File: src/rtl/ad80305_if_pkg.sv
// Shared phase constants, FSM encoding and defaults for the AD80305 RX DDR emulator.
// One output pair spans four fabric cycles: ph3/ph0 carry I, ph1/ph2 carry Q.
package ad80305_if_pkg;

    localparam int DEF_DATA_W = 12;

    localparam logic [1:0] PH_I_LAUNCH = 2'd3;
    localparam logic [1:0] PH_CLK_RISE = 2'd0;
    localparam logic [1:0] PH_Q_LAUNCH = 2'd1;
    localparam logic [1:0] PH_CLK_FALL = 2'd2;
    localparam logic [1:0] PH_POP      = 2'd2;

    typedef enum logic [1:0] {
        IDLE  = 2'd0,
        PRIME = 2'd1,
        RUN   = 2'd2
    } state_t;

    // Generated clock is high for the two phases following the rise.
    function automatic logic rx_clk_level(input logic [1:0] ph);
        return !((ph == PH_CLK_FALL) || (ph == PH_I_LAUNCH));
    endfunction

endpackage

File: src/rtl/ad80305_iq_sync_fifo.sv
// Single-clock {I,Q} FIFO with registered occupancy; head word is read combinationally.
// Latency: push visible in o_level one cycle later. Backpressure: pushes ignored while full.
module ad80305_iq_sync_fifo #(
    parameter int W     = 24,
    parameter int DEPTH = 8
) (
    input  logic                     i_clk,
    input  logic                     i_rst_n,
    input  logic                     i_push,
    input  logic [W-1:0]             i_dat,
    input  logic                     i_pop,
    output logic [W-1:0]             o_dat,
    output logic [$clog2(DEPTH):0]   o_level,
    output logic                     o_full,
    output logic                     o_empty
);

    localparam int AW = $clog2(DEPTH);
    localparam logic [AW:0] FULL_LVL = (AW + 1)'(DEPTH);

    logic [W-1:0]  r_mem [DEPTH];
    logic [AW-1:0] r_wr;
    logic [AW-1:0] r_rd;
    logic [AW:0]   r_level;
    logic          w_wr;
    logic          w_rd;

    assign o_full  = (r_level == FULL_LVL);
    assign o_empty = (r_level == '0);
    assign o_level = r_level;
    assign o_dat   = r_mem[r_rd];
    assign w_wr    = i_push && !o_full;
    assign w_rd    = i_pop && !o_empty;

    always_ff @(posedge i_clk) begin
        if (w_wr) begin
            r_mem[r_wr] <= i_dat;
        end
    end

    // Depth is a power of two, so the pointers wrap naturally.
    always_ff @(posedge i_clk or negedge i_rst_n) begin
        if (!i_rst_n) begin
            r_wr    <= '0;
            r_rd    <= '0;
            r_level <= '0;
        end else begin
            if (w_wr) begin
                r_wr <= r_wr + 1'b1;
            end
            if (w_rd) begin
                r_rd <= r_rd + 1'b1;
            end
            case ({w_wr, w_rd})
                2'b10:   r_level <= r_level + 1'b1;
                2'b01:   r_level <= r_level - 1'b1;
                default: r_level <= r_level;
            endcase
        end
    end

endmodule

File: src/rtl/ad80305_rx_if_ddr_lvcmos_gen.sv
// AD80305 RX LVCMOS DDR source: replays buffered I/Q as I on o_rx_clk rise, Q on fall, one pair per 4 cycles.
// Latency: pop to bus 1 cycle (I) / 3 cycles (Q). Backpressure: o_iq_ready low while the FIFO is full.
// Option AD80305_RX_GEN_TEST_PATTERN_EN adds i_test_mode: counter pattern replaces FIFO data.
module ad80305_rx_if_ddr_lvcmos_gen
    import ad80305_if_pkg::*;
#(
    parameter int DATA_W      = DEF_DATA_W,
    parameter int FIFO_DEPTH  = 8,
    parameter int PRIME_LEVEL = 4
) (
    input  logic                          i_fpga_clk,
    input  logic                          i_fpga_rst,
    input  logic                          i_en,
`ifdef AD80305_RX_GEN_TEST_PATTERN_EN
    input  logic                          i_test_mode,
`endif
    input  logic                          i_iq_valid,
    output logic                          o_iq_ready,
    input  logic [DATA_W-1:0]             i_idata,
    input  logic [DATA_W-1:0]             i_qdata,
    output logic                          o_rx_clk,
    output logic                          o_rx_frame,
    output logic [DATA_W-1:0]             o_rx_data,
    output logic                          o_underflow,
    output logic [$clog2(FIFO_DEPTH):0]   o_fifo_level
);

    localparam int LVL_W = $clog2(FIFO_DEPTH) + 1;
    localparam logic [LVL_W-1:0] PRIME_LVL = LVL_W'(PRIME_LEVEL);

    state_t              r_state;
    logic [1:0]          r_ph;
    logic [DATA_W-1:0]   r_q;

    logic [1:0]          w_ph_nxt;
    logic                w_push;
    logic                w_pop;
    logic                w_slot;
    logic                w_test;
    logic                w_empty;
    logic                w_full;
    logic [LVL_W-1:0]    w_level;
    logic [2*DATA_W-1:0] w_fifo_dat;
    logic [DATA_W-1:0]   w_pat;
    logic [DATA_W-1:0]   w_sel_i;
    logic [DATA_W-1:0]   w_sel_q;

    assign o_iq_ready   = !w_full;
    assign o_fifo_level = w_level;
    assign w_push       = i_iq_valid && !w_full;

    ad80305_iq_sync_fifo #(
        .W     (2 * DATA_W),
        .DEPTH (FIFO_DEPTH)
    ) u_fifo (
        .i_clk   (i_fpga_clk),
        .i_rst_n (i_fpga_rst),
        .i_push  (w_push),
        .i_dat   ({i_idata, i_qdata}),
        .i_pop   (w_pop),
        .o_dat   (w_fifo_dat),
        .o_level (w_level),
        .o_full  (w_full),
        .o_empty (w_empty)
    );

`ifdef AD80305_RX_GEN_TEST_PATTERN_EN
    logic [DATA_W-1:0] r_pat;

    assign w_test = i_test_mode;
    assign w_pat  = r_pat;

    always_ff @(posedge i_fpga_clk or negedge i_fpga_rst) begin
        if (!i_fpga_rst) begin
            r_pat <= '0;
        end else if (w_slot && i_test_mode) begin
            r_pat <= r_pat + 1'b1;
        end
    end
`else
    assign w_test = 1'b0;
    assign w_pat  = '0;
`endif

    assign w_ph_nxt = (r_ph == PH_I_LAUNCH) ? PH_CLK_RISE : r_ph + 2'd1;

    // A pair slot opens on ph2: every RUN symbol, or the PRIME symbol that finds enough data.
    assign w_slot = i_en && (r_ph == PH_POP) &&
                    ((r_state == RUN) || ((r_state == PRIME) && (w_level >= PRIME_LVL)));
    assign w_pop  = w_slot && !w_test && !w_empty;

    assign w_sel_i = w_test ? w_pat  : (w_empty ? '0 : w_fifo_dat[2*DATA_W-1:DATA_W]);
    assign w_sel_q = w_test ? ~w_pat : (w_empty ? '0 : w_fifo_dat[DATA_W-1:0]);

    always_ff @(posedge i_fpga_clk or negedge i_fpga_rst) begin
        if (!i_fpga_rst) begin
            r_state     <= IDLE;
            r_ph        <= PH_I_LAUNCH;
            r_q         <= '0;
            o_rx_clk    <= 1'b0;
            o_rx_frame  <= 1'b0;
            o_rx_data   <= '0;
            o_underflow <= 1'b0;
        end else begin
            case (r_state)
                IDLE: begin
                    r_ph       <= PH_I_LAUNCH;
                    o_rx_clk   <= 1'b0;
                    o_rx_frame <= 1'b0;
                    o_rx_data  <= '0;
                    if (i_en) begin
                        r_state <= PRIME;
                    end
                end

                PRIME: begin
                    if (!i_en) begin
                        r_state  <= IDLE;
                        r_ph     <= PH_I_LAUNCH;
                        o_rx_clk <= 1'b0;
                    end else begin
                        r_ph     <= w_ph_nxt;
                        o_rx_clk <= rx_clk_level(w_ph_nxt);
                        if (w_slot) begin
                            r_state    <= RUN;
                            o_rx_data  <= w_sel_i;
                            r_q        <= w_sel_q;
                            o_rx_frame <= 1'b1;
                        end
                    end
                end

                RUN: begin
                    // Disable is only honoured once the in-flight pair has finished its Q half.
                    if ((r_ph == PH_POP) && !i_en) begin
                        r_state    <= IDLE;
                        r_ph       <= PH_I_LAUNCH;
                        o_rx_clk   <= 1'b0;
                        o_rx_frame <= 1'b0;
                        o_rx_data  <= '0;
                    end else begin
                        r_ph     <= w_ph_nxt;
                        o_rx_clk <= rx_clk_level(w_ph_nxt);
                        if (w_slot) begin
                            o_rx_data  <= w_sel_i;
                            r_q        <= w_sel_q;
                            o_rx_frame <= 1'b1;
                            if (w_empty && !w_test) begin
                                o_underflow <= 1'b1;
                            end
                        end else if (w_ph_nxt == PH_Q_LAUNCH) begin
                            o_rx_data  <= r_q;
                            o_rx_frame <= 1'b0;
                        end
                    end
                end

                default: begin
                    r_state <= IDLE;
                end
            endcase
        end
    end

endmodule
File: config.mk
export PLATFORM = sky130hd
export DESIGN_NAME = ad80305_rx_if_ddr_lvcmos_gen
export DESIGN_NICKNAME = d
export VERILOG_FILES = /design/src/rtl/ad80305_if_pkg.sv /design/src/rtl/ad80305_iq_sync_fifo.sv /design/src/rtl/ad80305_rx_if_ddr_lvcmos_gen.sv
export SDC_FILE = /design/constraint.sdc
export NUM_CORES = 1
export LEC_CHECK = 0
export BUFFER_PORTS_ARGS = -buffer_cell sky130_fd_sc_hd__buf_4
export CAP_MARGIN = 0
export CORE_ASPECT_RATIO = 0.5
export CORE_MARGIN = 3
export CORE_UTILIZATION = 57
export DETAILED_ROUTE_END_ITERATION = 10
export PLACE_DENSITY = 0.81
export SYNTH_ARGS = -nofsm -noshare
export SYNTH_HDL_FRONTEND = slang
export SYNTH_HIERARCHICAL = 1
export SYNTH_SLANG_ARGS = --single-unit
File: constraint.sdc
create_clock -name i_fpga_clk -period 8 [get_ports i_fpga_clk]
set_input_delay 1.6 -clock i_fpga_clk [delete_from_list [all_inputs] [get_ports i_fpga_clk]]
set_output_delay 1.6 -clock i_fpga_clk [all_outputs]
set_load 0.05 [all_outputs]
Word-level counts from Yosys, hierarchy flattened
Memories as Yosys holds them, arrays and structs flattened.
Cells that the tools add are included.
- flip-flop bits (word level): 41
- memory bits (writable): 192
- input bits: 28
- memories: 1
- add/subtract/negate cells: 5
- magnitude comparators: 1
- multiplexer cells: 33
- reductions and logical operators: 23
- equal/unequal tests: 17
- bitwise gates (word level): 1
- memories (memory ; words ; bits a word ; read ports ; clocked after Yosys merged registers in ; wr ports ; RTL line ; text):
    u_fifo.r_mem ; 8 ; 24 ; 1 ; 0 ; 1 ; ad80305_iq_sync_fifo.sv:21 ; logic [W-1:0] r_mem [DEPTH];
- operators by type and width (cell ; number):
    12-bit two-way mux ; 10
    12-bit case mux with 3 select lines ; 1
    12-bit case mux with 2 select lines ; 1
    2-bit two-way mux ; 7
    2-bit equality test (second input constant) ; 6
    2-bit case mux with 3 select lines ; 2
    1-bit two-way mux ; 9
    1-bit logical AND ; 8
    2-bit != test (second input constant) ; 4
    4-bit case mux with 2 select lines ; 1
    4-bit AND reduction ; 2
    3-bit by 1-bit adder with 3-bit output (second input constant) ; 2
    2-bit by 1-bit equality test with 1-bit output (second input constant) ; 3
    1-bit case mux with 3 select lines ; 2
    3-bit AND reduction ; 2
    4-bit by 1-bit adder with 4-bit output (second input constant) ; 1
    4-bit equality test (second input constant) ; 1
    4-bit by 3-bit >= comparator with 1-bit output (second input constant) ; 1
    1-bit logical NOT ; 4
    4-bit logical NOT ; 1
    4-bit by 2-bit != test with 1-bit output (second input constant) ; 1
    2-bit nonzero test ; 2
    4-bit by 1-bit subtractor with 4-bit output (second input constant) ; 1
    3-bit != test (second input constant) ; 1
    6 further kinds ; 7

Logic depth before layout (Yosys ltp)
- depth in word-level cells: 8
- gate-level depth with buffers: 13
- mapped depth without buffers: 12

Modules after synthesis
The synthesis kept the hierarchy.
- by module, submodules not included (module ; cells each ; instances ; area each (um2)):
    ad80305_iq_sync_fifo ; 345 ; 1 ; 7901.3
    ad80305_rx_if_ddr_lvcmos_gen ; 154 ; 1 ; 1575.3

Least setup slack after synthesis
No wires, ideal clock.
- path kind: in2reg
- from: in i_en
- to: reg u_fifo.r_level[3], in the netlist u_fifo/o_level[3]
- buffers on the path: 2
- cell stages on the path: 11
- setup slack: 3.880 ns
- data arrival time: 3.986 ns
- required time: 7.866 ns
- cells stage by stage: buf_4 -> o211ai_1 -> clkbuf_1 -> nor2_1 -> o41ai_1 -> inv_1 -> ha_1 -> ha_1 -> or4b_2 -> o311ai_0 -> o211ai_1
- cells in the longest elaborated chain, start to end: 6
- elaborated cells on any way between the ends: 8
- ends and longest elaborated chain (item ; RTL line ; text):
    from (decl) ; ad80305_rx_if_ddr_lvcmos_gen.sv:13 ; input logic i_en,
    1-bit logical AND (*) (2 in series) ; ad80305_rx_if_ddr_lvcmos_gen.sv:88 ; assign w_slot = i_en && (r_ph == PH_POP) &&
    1-bit logical AND (*) ; ad80305_rx_if_ddr_lvcmos_gen.sv:90 ; assign w_pop = w_slot && !w_test && !w_empty;
    named net w_pop ; ad80305_rx_if_ddr_lvcmos_gen.sv:37 ; logic w_pop;
    1-bit logical AND (*) ; ad80305_iq_sync_fifo.sv:33 ; assign w_rd = i_pop && !o_empty;
    named net u_fifo.w_rd ; ad80305_iq_sync_fifo.sv:26 ; logic w_rd;
    2-bit by 1-bit equality test with 1-bit output / 2-bit equality test (equally long branches) ; ad80305_iq_sync_fifo.sv:54 ; case ({w_wr, w_rd})
    4-bit case mux with 2 select lines / 2-bit nonzero test (equally long branches) ; - ;
    to (signal assigned) ; ad80305_iq_sync_fifo.sv:55 ; 2'b10: r_level <= r_level + 1'b1;
    to (signal assigned) ; ad80305_iq_sync_fifo.sv:56 ; 2'b01: r_level <= r_level - 1'b1;
    to (signal assigned) ; ad80305_iq_sync_fifo.sv:57 ; default: r_level <= r_level;
    to (decl) ; ad80305_iq_sync_fifo.sv:24 ; logic [AW:0] r_level;
The timed path passes the listed nets; every way through them passes the cells marked *.
A chain may end at the register's enable or synchronous reset.

Final worst setup path
Ends and elaborated chain as after synthesis.

==> results.md <==
* Highest ir drop seen on vdd at 0.190 mV
* Final hold violation count at 0
* Antenna Nets Post-Route at 0
* Top_reg_cell synth: edfxtp_1
* Final min period at 3.76 ns
* Post-synth EDFFs at 192
* GRT Residual Overflow at 0
* Drt first-iter violations at 376
* Setup bufs post-CTS at 0
* Syn Std Cell Area at 9480 um^2
* Worst path max stage delay at 0.64 ns
* 1st-pass router iterations at 5
* CTS tree: yes
* Post-synth top area share at 60.8%
* Hold Crit Class: reg2reg
* Worst slew pin tran at 1.17 ns
* # rows at 32
* Initial antenna violation count at 1
* PortBufs at 47
* CTS resizes at 0
* Clock-pin slew on the worst setup and hold paths at 0.06 ns
* YS warnings at 6
* FMAX at 266 MHz
* Synth area leader: edfxtp_1
* Worst Path Arrival at 4.13 ns
* Net Count, Synth at 540
* Hold_buf cts at 0
* Vias in the first global route at 5017
* RSZ-0062 raised after global routing: false
* CTS Buf Count at 20
* Async S/R FF share, synth at 17.6%
* Residual DRC at 0
* Pwr dens at 365 nW/um^2
* Largest net degree at the start of global routing at 51
* Cell with the most instances after synthesis: edfxtp_1
* Status: finished, final reports clean
* Synth top cells by count: edfxtp_1 (192), mux4_2 (48), dfrtp_1 (39), a22o_1 (24), nand2_1 (24)
* Post-Synthesis Cells at 499
* CP Cell Sequence: buf_4, o211ai_1, buf_4, nor2_1, o41ai_1, inv_1, ha_1, ha_1, or4b_2, o311ai_0, o211ai_1
* Syn Area/Cell at 19.0 um^2
* Core Region at 15800 um^2
* DP HPWL at 10.5 mm
* Worst Path Max Fanout at 25
* Drt total wl at 18.6 mm
* Master of the slowest instance on the critical path: or4b_2
* GRT Total Usage at 20.9%
* Area delta synth->final at 13.6%
* Critical Path RT at 8.37 ns
* Die W at 188 um
* Die Area at 18300 um^2
* Total Power at 3.93 mW
* CP endpoint kind: register
* # clock sinks at 233
* DIE HEIGHT at 97.2 um
* IO Pins at 48
* Clock Latency Late Sink at 0.49 ns
* Fin nets at 596
* CTS max path bufs at 3
* Distinct cells, synth at 49
* Relative slew slack at 21.7%
* DR vias/cell at 6.12
* Vias after detailed routing at 4838
* Largest cells by area after synthesis: edfxtp_1 (61%), mux4_2 (11%), dfrtp_1 (10%), a22o_1 (2.2%), mux2_2 (1.9%)
* Layout cell share with drive strength beyond 1 at 31.6%
* Final setup violation count at 0
* CTS root buffer: clkbuf_16
* # diodes at 0
* First-pass GRT wire length at 29.3 mm
* WS Path Type: in2reg
* H-Tree Depth at 1
* Initial Utilization at 59.9%
* Leakage at 3.81 nW
* Routed wire length per instance at 23.6 um
* Sum Neg Setup Slack at 0 ns
* Routability cong. at 0.796
* Max-slew violation count at 0
* Worst Setup Start Kind: primary input
* Layout Skew at 0.00810 ns
* Post-synthesis register bit count at 233
* Final Cycle Share at 47.0%
* Max_cap viols at 0
* Register area share after synthesis at 71.7%
-- report_power, final --
part | switching, mW | internal [mW]
sequential | 0.192 | 1.57
combinational | 0.643 | 0.524
clock | 0.407 | 0.601
-- cells in the final DEF, fill, tap and decap left out, types with 2 or more instances in the layout --
cell	instances
o21ai_0	18
o41ai_1	2
clkbuf_8	2
mux2_2	16
mux2_4	10
nand2b_1	16
bufinv_16	3
buf_4	58
nor3_2	2
dfstp_2	2
a22o_1	24
a22oi_1	2
edfxtp_1	192
nor3b_1	3
clkbuf_16	21
and2_1	2
dfrtp_1	37
clkinv_2	4
nand3_1	4
nor2_2	6
inv_1	14
a21oi_1	4
xnor2_1	5
nor2_1	4
ha_1	12
nor2b_1	3
nand2_1	24
o211ai_1	3
mux4_2	48
clkbuf_1	4
-- path summary, 6_finish.rpt --
check	from	to	slack [ns]	cells past startpoint
max	i_en	u_fifo/o_level[3]	4.24	11
min	o_underflow	o_underflow	0.48	1
max reg2reg	u_fifo/o_level[0]	u_fifo/o_level[3]	4.37	9
min reg2reg	o_underflow	o_underflow	0.48	1
max in group asynchronous	i_fpga_rst	u_fifo/r_rd[0]	6.52	1
min in group asynchronous	i_fpga_rst	o_rx_data[7]	1.09	1
-- critical path: cells and delay by family --
family | cells | cell delay, ns
compound gates | 4 | 0.51
simple gates | 2 | 0.71
fa+ha+maj | 2 | 0.71
buf+inv | 3 | 0.60
-- sequential cells by signal, summed over array words and instances, names as in the netlist --
name / flops
r_q: 12
o_rx_data: 12
o_rx_clk: 1
u_fifo/r_mem: 192
u_fifo/o_level: 4
u_fifo/r_wr: 3
r_ph: 2
o_underflow: 1
r_state: 2
u_fifo/r_rd: 3
o_rx_frame: 1
-- cell families (layout without fill, tap and decap cells) --
family / count (synthesis) / after routing / share of synthesized area, %
AOI/OAI and AO/OA: 64 / 64 / 5.00
xor gates and xnor gates: 6 / 6 / 0.555
adders and majority gates: 13 / 13 / 1.80
buffers and inverters: 38 / 108 / 2.14
DFF: 233 / 233 / 71.7
muxes: 75 / 75 / 15.0
and+or+nand+nor: 70 / 70 / 3.82
-- final cells by class --
class	instances	area [um^2]
tap	221	277
inverter	14	52.6
clock buffer	28	576
sequential	233	6800
timing repair buffer	58	435
clock inverter	8	114
fill	975	5050
multi-input combinational	228	2510
-- metal layers --
layer  GRT usage [%]  vias up  routed length (um)  share of wire, %
li1                -     2097                   -                 -
met1            30.2     2521                7980                43
met2            33.1      190                8900                48
met3            4.32       28                1410               7.6
met4            5.95        2                 322               1.7
met5               0        -                  11             0.059
-- metrics by stage --
| stage | hold slack (ns) | instance area, um^2 | setup slack, ns | utilization (%) | cells |
|---|---|---|---|---|---|
| floorplan | 0.450 | 9480 | 3.88 | - | 499 |
| global placement | 0.463 | 10100 | 3.87 | 63.7 | 754 |
| global route | 0.501 | 10800 | 4.05 | 68.1 | 790 |
| detailed placement | 0.472 | 10100 | 3.76 | 63.7 | 754 |
| finish | 0.485 | 10800 | 4.24 | 68.1 | 790 |
| CTS | 0.486 | 10800 | 4.26 | 68.1 | 790 |
No activity file was read; power rests on OpenSTA's default activity.
